## config.mk

```make
export PLATFORM = sky130hd
export DESIGN_NAME = button_event_gen_flat
export DESIGN_NICKNAME = d
export VERILOG_FILES = /design/src/rtl/button_event_gen_if.sv /design/src/rtl/button_event_gen.sv /design/src/flat_wrapper.sv
export SDC_FILE = /design/constraint.sdc
export NUM_CORES = 1
export LEC_CHECK = 0
export ABC_CLOCK_PERIOD_IN_PS = 1600
export BUFFER_PORTS_ARGS = -buffer_cell sky130_fd_sc_hd__clkbuf_2
export CORE_MARGIN = 3
export CORE_UTILIZATION = 51
export CTS_CLUSTER_DIAMETER = 60
export DETAILED_ROUTE_END_ITERATION = 8
export GPL_ROUTABILITY_DRIVEN = 0
export HOLD_SLACK_MARGIN = 0.12
export PLACE_DENSITY = 0.79
export SLEW_MARGIN = 5
export SYNTH_ARGS = -nofsm -noshare
export SYNTH_HDL_FRONTEND = slang
export SYNTH_SLANG_ARGS = --single-unit
export TNS_END_PERCENT = 10
```

## constraint.sdc

```tcl
create_clock -name clk_100mhz -period 1.6 [get_ports clk_100mhz]
set_clock_uncertainty 0.1 [all_clocks]
set_input_delay 0.32 -clock clk_100mhz [delete_from_list [all_inputs] [get_ports clk_100mhz]]
set_output_delay 0.32 -clock clk_100mhz [all_outputs]
set_load 0.02 [all_outputs]
```

## src/rtl/button_event_gen_if.sv

```systemverilog
// rtl/button_event_gen_if.sv - button level in, event pulses and held flags out
interface button_event_gen_if #(
    parameter int NUM_BTN = 5
);
    logic [NUM_BTN-1:0] btn_level;
    logic [NUM_BTN-1:0] btn_press;
    logic [NUM_BTN-1:0] btn_step;
    logic [NUM_BTN-1:0] btn_release;
    logic [NUM_BTN-1:0] btn_held;

    modport master (
        output btn_level,
        input  btn_press, btn_step, btn_release, btn_held
    );

    modport slave (
        input  btn_level,
        output btn_press, btn_step, btn_release, btn_held
    );
endinterface

```

## src/rtl/button_event_gen.sv

```systemverilog
// rtl/button_event_gen.sv - debounced levels to press/step/release pulses; BTN_AUTO_REPEAT_EN enables auto-repeat
module button_event_gen #(
    parameter int NUM_BTN      = 5,
    parameter int TICK_DIV     = 100000,
    parameter int HOLD_TICKS   = 500,
    parameter int REPEAT_TICKS = 150,
    parameter int CNT_W        = 10
) (
    input  logic                 clk_100mhz,
    input  logic                 rst,
    button_event_gen_if.slave    bus
);
    localparam int TICK_W = $clog2(TICK_DIV);
    localparam logic [TICK_W-1:0] TICK_LAST = TICK_W'(TICK_DIV - 1);
    localparam int CNT_MAX = ((HOLD_TICKS > REPEAT_TICKS) ? HOLD_TICKS : REPEAT_TICKS) - 1;
    localparam logic [CNT_W-1:0] CNT_SAT = CNT_W'(CNT_MAX);

    localparam logic [1:0] S_IDLE   = 2'd0;
    localparam logic [1:0] S_HOLD   = 2'd1;
`ifdef BTN_AUTO_REPEAT_EN
    localparam logic [1:0] S_REPEAT = 2'd2;
    localparam logic [CNT_W-1:0] HOLD_LAST   = CNT_W'(HOLD_TICKS - 1);
    localparam logic [CNT_W-1:0] REPEAT_LAST = CNT_W'(REPEAT_TICKS - 1);
`endif

    logic [TICK_W-1:0]  tick_cnt_q, tick_cnt_d;
    logic               tick;
    logic [NUM_BTN-1:0] btn_prev_q;
    logic [NUM_BTN-1:0] rise, fall;
    logic [1:0]         state_q [NUM_BTN];
    logic [1:0]         state_d [NUM_BTN];
    logic [CNT_W-1:0]   cnt_q   [NUM_BTN];
    logic [CNT_W-1:0]   cnt_d   [NUM_BTN];
    logic [NUM_BTN-1:0] press_q, press_d;
    logic [NUM_BTN-1:0] step_q, step_d;
    logic [NUM_BTN-1:0] release_q, release_d;
    logic [NUM_BTN-1:0] held_q, held_d;

    // Free-running shared tick; button activity never restarts it.
    assign tick       = (tick_cnt_q == TICK_LAST);
    assign tick_cnt_d = tick ? '0 : tick_cnt_q + TICK_W'(1);

    assign rise = bus.btn_level & ~btn_prev_q;
    assign fall = ~bus.btn_level & btn_prev_q;

    always_comb begin
        press_d   = '0;
        step_d    = '0;
        release_d = '0;
        held_d    = '0;
        for (int i = 0; i < NUM_BTN; i++) begin
            state_d[i] = state_q[i];
            cnt_d[i]   = cnt_q[i];
            case (state_q[i])
                S_IDLE: begin
                    if (rise[i]) begin
                        state_d[i] = S_HOLD;
                        cnt_d[i]   = '0;
                        press_d[i] = 1'b1;
                        step_d[i]  = 1'b1;
                    end
                end
                S_HOLD: begin
                    if (fall[i]) begin
                        state_d[i]   = S_IDLE;
                        cnt_d[i]     = '0;
                        release_d[i] = 1'b1;
                    end else if (tick) begin
`ifdef BTN_AUTO_REPEAT_EN
                        if (cnt_q[i] == HOLD_LAST) begin
                            state_d[i] = S_REPEAT;
                            cnt_d[i]   = '0;
                            step_d[i]  = 1'b1;
                        end else
`endif
                        if (cnt_q[i] != CNT_SAT) begin
                            cnt_d[i] = cnt_q[i] + CNT_W'(1);
                        end
                    end
                end
`ifdef BTN_AUTO_REPEAT_EN
                S_REPEAT: begin
                    // Release takes priority over a repeat falling due this cycle.
                    if (fall[i]) begin
                        state_d[i]   = S_IDLE;
                        cnt_d[i]     = '0;
                        release_d[i] = 1'b1;
                    end else if (tick) begin
                        if (cnt_q[i] == REPEAT_LAST) begin
                            cnt_d[i]  = '0;
                            step_d[i] = 1'b1;
                        end else if (cnt_q[i] != CNT_SAT) begin
                            cnt_d[i] = cnt_q[i] + CNT_W'(1);
                        end
                    end
                end
`endif
                default: begin
                    state_d[i] = S_IDLE;
                    cnt_d[i]   = '0;
                end
            endcase
            held_d[i] = (state_d[i] != S_IDLE);
        end
    end

    always_ff @(posedge clk_100mhz) begin
        if (rst) begin
            tick_cnt_q <= '0;
            btn_prev_q <= bus.btn_level;
            press_q    <= '0;
            step_q     <= '0;
            release_q  <= '0;
            held_q     <= '0;
            for (int i = 0; i < NUM_BTN; i++) begin
                state_q[i] <= S_IDLE;
                cnt_q[i]   <= '0;
            end
        end else begin
            tick_cnt_q <= tick_cnt_d;
            btn_prev_q <= bus.btn_level;
            press_q    <= press_d;
            step_q     <= step_d;
            release_q  <= release_d;
            held_q     <= held_d;
            for (int i = 0; i < NUM_BTN; i++) begin
                state_q[i] <= state_d[i];
                cnt_q[i]   <= cnt_d[i];
            end
        end
    end

    assign bus.btn_press   = press_q;
    assign bus.btn_step    = step_q;
    assign bus.btn_release = release_q;
    assign bus.btn_held    = held_q;
endmodule

```

## src/flat_wrapper.sv

```systemverilog
// flat-port wrapper written by rule: the top's interface ports become plain ports
module button_event_gen_flat 
#(
    parameter int NUM_BTN      = 5,
    parameter int TICK_DIV     = 100000,
    parameter int HOLD_TICKS   = 500,
    parameter int REPEAT_TICKS = 150,
    parameter int CNT_W        = 10
)
  (clk_100mhz, rst, bus_btn_level, bus_btn_press, bus_btn_step, bus_btn_release, bus_btn_held);
  button_event_gen_if #(.NUM_BTN(NUM_BTN)) bus_i ();
  input  logic clk_100mhz;
  input  logic rst;
  input wire logic [$bits(bus_i.btn_level)-1:0] bus_btn_level;
  output wire logic [$bits(bus_i.btn_press)-1:0] bus_btn_press;
  output wire logic [$bits(bus_i.btn_step)-1:0] bus_btn_step;
  output wire logic [$bits(bus_i.btn_release)-1:0] bus_btn_release;
  output wire logic [$bits(bus_i.btn_held)-1:0] bus_btn_held;
  assign bus_i.btn_level = bus_btn_level;
  assign bus_btn_press = bus_i.btn_press;
  assign bus_btn_step = bus_i.btn_step;
  assign bus_btn_release = bus_i.btn_release;
  assign bus_btn_held = bus_i.btn_held;
  button_event_gen #(.NUM_BTN(NUM_BTN), .TICK_DIV(TICK_DIV), .HOLD_TICKS(HOLD_TICKS), .REPEAT_TICKS(REPEAT_TICKS), .CNT_W(CNT_W)) u_core (.clk_100mhz(clk_100mhz), .rst(rst), .bus(bus_i));
endmodule
```

==> impl_metrics.json <==
{
  "hold_buffers": 5,
  "syn_avg_cell_area_sq_um": 11.15,
  "min-delay-start": "rst",
  "final_util_pct": 72.68,
  "hold_depth": 2,
  "cts-root-buf": "clkbuf_4",
  "cp-start-kind": "primary input",
  "drt_first_pass_iters": 4,
  "grt_overflow": 0,
  "remaining_drc_errors": 0,
  "reg2reg_to": "u_core.bus.btn_held[0]$_SDFF_PP0_",
  "routedWlPerCell_um": 10.25,
  "chipWidth_um": 48.09,
  "grt_pass1_wl_um": 2359,
  "ys_warn_count": 0,
  "ctsResizeCount": 0,
  "p_per_area_nw_per_um2": 1240,
  "cp.required_ps": 1700,
  "worstPathArrival_ps": 1440,
  "hpwl_um": 1007,
  "hold_class": "in -> reg",
  "cts_tree": "done",
  "worstPathMaxFanout": 4,
  "htree_num_levels": 2,
  "status": "finished, final reports clean",
  "antenna_found_initial": 0,
  "first_global_vias": 591,
  "register_area_sq_um": 600.6,
  "clkTransAtPathRegs_ps": 90,
  "irDropWorstVdd_mv": 0.8061,
  "yosys.area.top_type": "dfxtp_1",
  "crit_chain": "dlygate4sd3_1, clkbuf_2, maj3_2, nor3b_1",
  "wl_um": 1445,
  "worstHoldEndpoint": "u_core.state_q[0][4]$_SDFF_PP0_",
  "via_per_inst": 4.539,
  "clock_latency_ps": 320,
  "fp.coreArea_sq_um": 1594,
  "synth-async-reset-ratio_pct": 0,
  "rsz0062_at_grt": "no",
  "grt_usage_pct": 16.21,
  "p_leak_nw": 0.5114,
  "period_needed_ps": 1344,
  "fmax_mhz": 744.2,
  "synth_edf_count": 0,
  "cts_setup_buffers": 0,
  "drv_cap": 0,
  "crit_path_top_delay_cell": "dlygate4sd3_1",
  "cts_buffers": 5,
  "die_area_sq_um": 2312,
  "ys.flop_type": "dfxtp_1",
  "finalSetupViolCount": 0,
  "clk_path_buf_depth": 2,
  "ioPinCount": 27,
  "drive_gt1_share_pct": 30.77,
  "power_mw": 1.436,
  "num-nets-final": 123,
  "synth.top_cell.area_share_pct": 66.48,
  "synth.distinct_cells": 14,
  "synth_area_leaders": "dfxtp_1 66%, a211oi_1 5.0%, nor4_1 4.8%, nand2_1 4.6%, buf_4 4.2%",
  "fillers": 130,
  "finalHoldViolations": 0,
  "die_h_um": 48.09,
  "rows": 14,
  "drv_slew": 0,
  "end_kind": "flop",
  "grt_max_degree": 21,
  "syn_to_final_growth_pct": 28.25,
  "reg2reg_from": "u_core.btn_prev_q[0]$_DFF_P_",
  "period_share_pct": 83.98,
  "ys_seq_elements": 30,
  "synth_area_sq_um": 903.4,
  "r2r_slack_ps": 520,
  "cts_sinks": 30,
  "antenna_left": 0,
  "yosysMostFrequentCell": "dfxtp_1",
  "setup-tns-final_ps": 0,
  "first_iter_violations": 5,
  "portBuffers": 26,
  "synth_cells": 81,
  "path_class": "in -> reg",
  "synth_common_cells": "30 x dfxtp_1, 11 x nand2_1, 7 x nor4_1, 6 x a211oi_1, 5 x buf_4",
  "initial_core_util_pct": 56.67,
  "ys_seq_area_share_pct": 66.48,
  "r2r_cells": 3,
  "num_vias": 640,
  "cp_slowest_stage_delay_ps": 530,
  "multi_input_area_sq_um": 262.8,
  "diodes": 0
}
-- per-layer routing --
layer / GRT usage (%) / vias up / routed length, um
li1: - / 340 / -
met1: 15.56 / 273 / 596
met2: 25.33 / 20 / 710
met3: 10.15 / 7 / 94
met4: 11.29 / 0 / 44
met5: 0 / - / 0
-- kinds of logic (layout without fill, tap and decap cells) --
| family | Yosys count | in the layout | share of synthesized area [%] |
|---|---|---|---|
| other | 1 | 5 | 0.4151 |
| adders and majority gates | 2 | 2 | 2.493 |
| DFF | 30 | 30 | 66.48 |
| AOI/OAI and AO/OA | 9 | 9 | 7.479 |
| and+or+nand+nor | 30 | 30 | 17.04 |
| buffers and inverters | 9 | 41 | 6.095 |
-- through the flow --
step | worst slack [ps] | instance area [sq um] | cells | hold slack, ps
final | 256.3 | 1159 | 141 | 355.6
after global routing | 220.5 | 1159 | 141 | 371.7
after CTS | 280.6 | 1159 | 141 | 327.6
after detailed placement | 467.2 | 1031 | 128 | 349.8
after global placement | 504.4 | 1031 | 128 | 338.2
after floorplan | 585.1 | 918.4 | 85 | 247.7
-- power breakdown --
group | internal [mW] | switching [mW] | leakage, nW
combinational | 0.0368 | 0.0466 | 0.220
sequential | 0.772 | 0.0178 | 0.247
clock | 0.323 | 0.240 | 0.0450
total | 1.13 | 0.304 | 0.511
-- sequential cells by signal, indices dropped and copies added, names as in the netlist --
register,count
u_core.btn_prev_q,5
u_core.bus.btn_held,5
u_core.bus.btn_press,5
u_core.bus.btn_release,5
u_core.state_q,10
-- cell type report --
cell class | count | area share (%)
Inverter | 2 | 0.6479
Timing Repair Buffer | 31 | 15.55
Tap cell | 24 | 2.592
Sequential cell | 30 | 51.84
Multi-Input combinational cell | 46 | 22.68
Clock buffer | 5 | 3.240
Clock inverter | 3 | 3.456
-- worst max-delay path, delay by kind of cell --
family        cells  cell delay (ps)
simple gates      1              140
buf+inv           2              660
fa+ha+maj         1              310
-- cells in the final DEF, fill, tap and decap left out, drive strengths merged --
cell type     n
clkbuf       31
dfxtp        30
nand2        11
nor4          7
a211oi        6
dlygate4sd3   5
conb          5
nor3b         4
o21bai        3
nor2          3
nor3          3
inv           2
maj3          2
and2          2
clkinv        2
bufinv        1
-- how the worst max path moves through the flow --
stage | end | slack [ps] | from | depth (start not counted)
floorplan | bus_btn_step[0] | 590 | u_core.bus.btn_press[0]$_SDFF_PP0_ | 1
global placement | u_core.bus.btn_held[0]$_SDFF_PP0_ | 500 | bus_btn_level[0] | 3
detailed placement | u_core.bus.btn_press[1]$_SDFF_PP0_ | 470 | rst | 3
CTS | u_core.bus.btn_held[0]$_SDFF_PP0_ | 280 | bus_btn_level[0] | 4
global route | u_core.bus.btn_held[0]$_SDFF_PP0_ | 220 | bus_btn_level[0] | 4
finish | u_core.bus.btn_held[0]$_SDFF_PP0_ | 260 | bus_btn_level[0] | 4
Power figures use the tool's default switching activity.
